**config.mk**
```make
export PLATFORM = sky130hd
export DESIGN_NAME = out_stream_signature
export DESIGN_NICKNAME = d
export VERILOG_FILES = /design/src/rtl/out_stream_signature.sv
export SDC_FILE = /design/constraint.sdc
export NUM_CORES = 1
export LEC_CHECK = 0
export BUFFER_PORTS_ARGS = -buffer_cell sky130_fd_sc_hd__buf_2
export CORE_UTILIZATION = 50
export DETAILED_ROUTE_END_ITERATION = 10
export HOLD_SLACK_MARGIN = 0.06
export PLACE_DENSITY = 0.77
export REMOVE_ABC_BUFFERS = 1
export SLEW_MARGIN = 40
export SYNTH_ARGS = -nofsm -noshare
export SYNTH_HDL_FRONTEND = slang
export SYNTH_SLANG_ARGS = --single-unit
```
**constraint.sdc**
```tcl
create_clock -name clk -period 3.1 [get_ports clk]
set_clock_uncertainty 0.2 [all_clocks]
set_input_delay 0.31 -clock clk [delete_from_list [all_inputs] [get_ports clk]]
set_output_delay 0.31 -clock clk [all_outputs]
set_load 0.02 [all_outputs]
```
**src/rtl/out_stream_signature.sv**
```systemverilog
// Output-stream signature sink: folds each accepted DATA_W-bit word into a
// SIG_W-bit Galois MISR, one SIG_W-bit chunk per cycle, then presents the
// signature and word count on a valid/ready handshake.
module out_stream_signature #(
  parameter int unsigned       DATA_W = 330,
  parameter int unsigned       SIG_W  = 32,
  parameter logic [SIG_W-1:0]  POLY   = 32'h04C11DB7,
  parameter logic [SIG_W-1:0]  SEED   = 32'hFFFFFFFF
) (
  input  logic              clk,
  input  logic              rst_n,
  input  logic              start,
  input  logic [31:0]       cycles_target,
  input  logic              in_valid,
  output logic              in_ready,
  input  logic [DATA_W-1:0] in_data,
  output logic              sig_valid,
  input  logic              sig_ready,
  output logic [SIG_W-1:0]  sig_out,
  output logic [31:0]       word_count,
  output logic              busy
);

  localparam int unsigned NCHUNK = (DATA_W + SIG_W - 1) / SIG_W;
  localparam int unsigned IdxW   = (NCHUNK > 1) ? $clog2(NCHUNK) : 1;
  localparam logic [IdxW-1:0] LastIdx = IdxW'(NCHUNK - 1);

  typedef enum logic [1:0] {StIdle, StCollect, StFold, StDone} state_e;

  state_e              state_q, state_d;
  logic [SIG_W-1:0]    sig_q, sig_d;
  logic [31:0]         count_q, count_d;
  logic [31:0]         target_q, target_d;
  logic [DATA_W-1:0]   cap_q, cap_d;
  logic [IdxW-1:0]     idx_q, idx_d;

  logic [NCHUNK*SIG_W-1:0] cap_pad;
  logic [SIG_W-1:0]        chunk;

  // Zero-extend the captured word to whole chunks and pick the current one.
  always_comb begin
    cap_pad              = '0;
    cap_pad[DATA_W-1:0]  = cap_q;
    chunk                = cap_pad[SIG_W*int'(idx_q) +: SIG_W];
  end

  // Next-state and datapath updates.
  always_comb begin
    state_d  = state_q;
    sig_d    = sig_q;
    count_d  = count_q;
    target_d = target_q;
    cap_d    = cap_q;
    idx_d    = idx_q;
    unique case (state_q)
      StIdle: begin
        if (start) begin
          sig_d    = SEED;
          count_d  = '0;
          target_d = cycles_target;
          state_d  = (cycles_target == 32'd0) ? StDone : StCollect;
        end
      end
      StCollect: begin
        if (in_valid) begin
          cap_d   = in_data;
          count_d = count_q + 32'd1;
          idx_d   = '0;
          state_d = StFold;
        end
      end
      StFold: begin
        sig_d = {sig_q[SIG_W-2:0], 1'b0} ^ (sig_q[SIG_W-1] ? POLY : '0) ^ chunk;
        if (idx_q == LastIdx) begin
          idx_d   = '0;
          state_d = (count_q == target_q) ? StDone : StCollect;
        end else begin
          idx_d = idx_q + 1'b1;
        end
      end
      StDone: begin
        if (sig_ready) state_d = StIdle;
      end
      default: state_d = StIdle;
    endcase
  end

  // State and datapath registers; reset abandons any run in progress.
  always_ff @(posedge clk or negedge rst_n) begin
    if (!rst_n) begin
      state_q  <= StIdle;
      sig_q    <= '0;
      count_q  <= '0;
      target_q <= '0;
      cap_q    <= '0;
      idx_q    <= '0;
    end else begin
      state_q  <= state_d;
      sig_q    <= sig_d;
      count_q  <= count_d;
      target_q <= target_d;
      cap_q    <= cap_d;
      idx_q    <= idx_d;
    end
  end

  // Handshake and status outputs decode directly from state.
  always_comb begin
    in_ready   = (state_q == StCollect);
    sig_valid  = (state_q == StDone);
    busy       = (state_q != StIdle);
    sig_out    = sig_q;
    word_count = count_q;
  end

endmodule

```
==> flow_metrics.tcl <==
set metrics [dict create \
    status "finished, final reports clean" \
    syn2layout_area_growth_pct 40.6 \
    synth.most_common_cell "dfrtp_1" \
    wire_per_inst_um 24.2 \
    die_w_um 203 \
    grt.overflow.total 0 \
    synthMuxAreaShare_pct 26.8 \
    yosysWarnings 0 \
    combPwrFrac_pct 38.8 \
    drt_first_pass_iters 5 \
    r2r-start "idx_q[2]" \
    p_sw_w 0.00925 \
    clk_pin_slew_ns 0.06 \
    synth-edff-count 0 \
    min_path_type "in2async" \
    dp_hpwl_um 41100 \
    setup_viol 0 \
    r2r_cells 7 \
    grt_pass1_wl_um 108000 \
    grt_max_degree 78 \
    synth_top_area_cell "dfrtp_1" \
    die-area_mm2 0.0413 \
    synth-compound-area-share_pct 5.82 \
    antenna_found_initial 12 \
    core_mm2 0.0398 \
    hold_viol 0 \
    ys_seq_elements 432 \
    timing.slew.headroom_pct 48.1 \
    r2r-end "sig_out[6]" \
    clockRootBuffer "clkbuf_16" \
    route.detailed.drc 0 \
    grt_pass1_vias 18500 \
    synthArstFlopShare_pct 100 \
    critical_path_required_ns 3.36 \
    avgSynthCellArea_um2 12.8 \
    postCtsResizedCells 0 \
    worstSetupEndpointType "flop" \
    cts.sinks 432 \
    syn_area_mm2 0.0202 \
    synthAdderAreaFrac_pct 0.186 \
    preCtsSetupSlack_ns 0.551 \
    power_density_mw_per_mm2 923 \
    setup_ws_ns 0.453 \
    worstSetupStartpoint "idx_q[2]" \
    die_y_um 203 \
    crit_fanout 34 \
    hold_ws_ns 0.0701 \
    power_leakage_nw 12.4 \
    synth_area_leaders "dfrtp_1 (53%), mux2_2 (18%), mux2i_1 (4.8%)" \
    port-buffer-count 433 \
    drt_iter0_drc 1221 \
    fill_cells 2482 \
    post-route-period-util_pct 85.4 \
    fin_crit_ns 2.65 \
    synth-xor-area-share_pct 3.55 \
    fmax_mhz 378 \
    seqPwrFrac_pct 39.4 \
    path_class "reg2reg" \
    grtUsageTotal_pct 34.5 \
    critPathArrivalTime_ns 2.91 \
    nets 2731 \
    drive_above_1_share_pct 39.5 \
    multiInputGateArea_mm2 0.00892 \
    synth_top_cell_area_share_pct 53.4 \
    seqCellArea_mm2 0.0108 \
    worstSetupEndpoint "sig_out[6]" \
    r2r_slack_ns 0.45 \
    power_w 0.0263 \
    vias_per_cell 5.82 \
    worst_pin_slew_ns 0.777 \
    ys_types 61 \
    synth-simple-area-share_pct 7.56 \
    drv_slew 0 \
    drtAntennaViolNets 0 \
    p_int_w 0.0170 \
    cts_inserted_buffers 46 \
    cp-start-kind "flop" \
    switching_share_pct 35.2 \
    seq_area_frac_synth_pct 53.4 \
    start_util_pct 50.8 \
    clock_path_buffers 3 \
    ir_drop_uv 589 \
    rsz0062_at_grt "no" \
    vias 17100 \
    ios 434 \
    ys_dominant_reg_cell "dfrtp_1" \
    wl_um 70900 \
    syn_inst 1577 \
    cts_tree "built" \
    synth_top_family_by_area "multiplexers" \
    drv_cap 0 \
    rows 73 \
    synth.top_cells.by_count "dfrtp_1 (432), mux2_2 (330), nand2_1 (114), mux2i_1 (98), clkbuf_1 (78)" \
    htree_levels 2 \
    clkPwrFrac_pct 21.8 \
    clkLatencyLatePin_ns 0.60 \
    gp_congestion 0.881 \
]
-- placed cells by master, fill, tap and decap left out, drive strengths merged, types with 46 or more instances in the layout --
cell type,Yosys,layout
clkbuf,82,66
nand2,114,114
mux2,330,330
dlygate4sd3,0,364
buf,29,483
mux2i,98,98
xnor2,48,48
dfrtp,432,432
nor2,53,53
a21oi,46,46
-- routing by layer --
layer | global-route usage [%] | part of all wire, % | wire [um]
met5 | 0 | 0.018 | 13
met4 | 19.4 | 5.3 | 3790
met3 | 6.66 | 7.0 | 4990
met2 | 58.9 | 50 | 35700
met1 | 40.9 | 37 | 26400
-- state kept, by name (all words and copies together), names as in the netlist --
signal      count
state_q         2
cap_q         330
idx_q           4
target_q       32
word_count     32
sig_out        32
-- final cells by class --
type | count | share of cell area (%)
Sequential cell | 432 | 38.1
Multi-Input combinational cell | 1026 | 31.4
Timing Repair Buffer | 847 | 22.6
Clock buffer | 66 | 4.81
Tap cell | 525 | 2.31
Clock inverter | 15 | 0.634
Inverter | 8 | 0.106
Antenna cell | 11 | 0.0968
-- kinds of logic after synthesis --
logic type                 count (synthesis)
xor gates and xnor gates                  82
buffers and inverters                    119
and+or+nand+nor                          309
adders and majority gates                  3
muxes                                    460
DFF                                      432
AOI/OAI and AO/OA                        172
-- worst max-delay path, stage by stage (launching register included) --
cell and delay [ns]:
dfrtp_2 0.51, buf_12 0.29, and2_1 0.16, buf_4 0.37
a221oi_1 0.14, o21a_1 0.17, or4_1 0.48, and3_1 0.17
-- timing repair --
| item | CTS | global route |
|---|---|---|
| setup buffers | 0 | 0 |
| endpoints found under the hold margin | 649 | 0 |
| hold buffers | 364 | 0 |
-- worst min-delay path by stage --
stage	end	slack [ns]	cells past startpoint
after global placement	cap_q[30]	0.09	1
after floorplan	cap_q[0]	-0.19	0
after detailed placement	cap_q[30]	0.1	1
final	cap_q[219]	0.07	2
after global routing	cap_q[30]	0.1	2
after CTS	cap_q[94]	0.08	2
-- through the flow --
stage | util (%) | std cells | cell area [um2] | TNS, ns
final | 71.4 | 2930 | 28400 | 0
after floorplan | - | 1466 | 19700 | -2273.74
after global placement | 58.3 | 2474 | 23200 | 0
after global routing | 71.4 | 2929 | 28400 | 0
after CTS | 71.3 | 2919 | 28400 | 0
after detailed placement | 58.3 | 2474 | 23200 | 0
-- power by group through the flow --
stage	Combinational (W)	Clock (W)	Sequential, W
global placement	0.00912	0	0.00997
finish	0.0102	0.00573	0.0103
global route	0.0109	0.00601	0.0106
CTS	0.00981	0.00572	0.0101
detailed placement	0.00938	0	0.0101
floorplan	0.00665	0	0.00994
No activity file was read; power rests on OpenSTA's default activity.
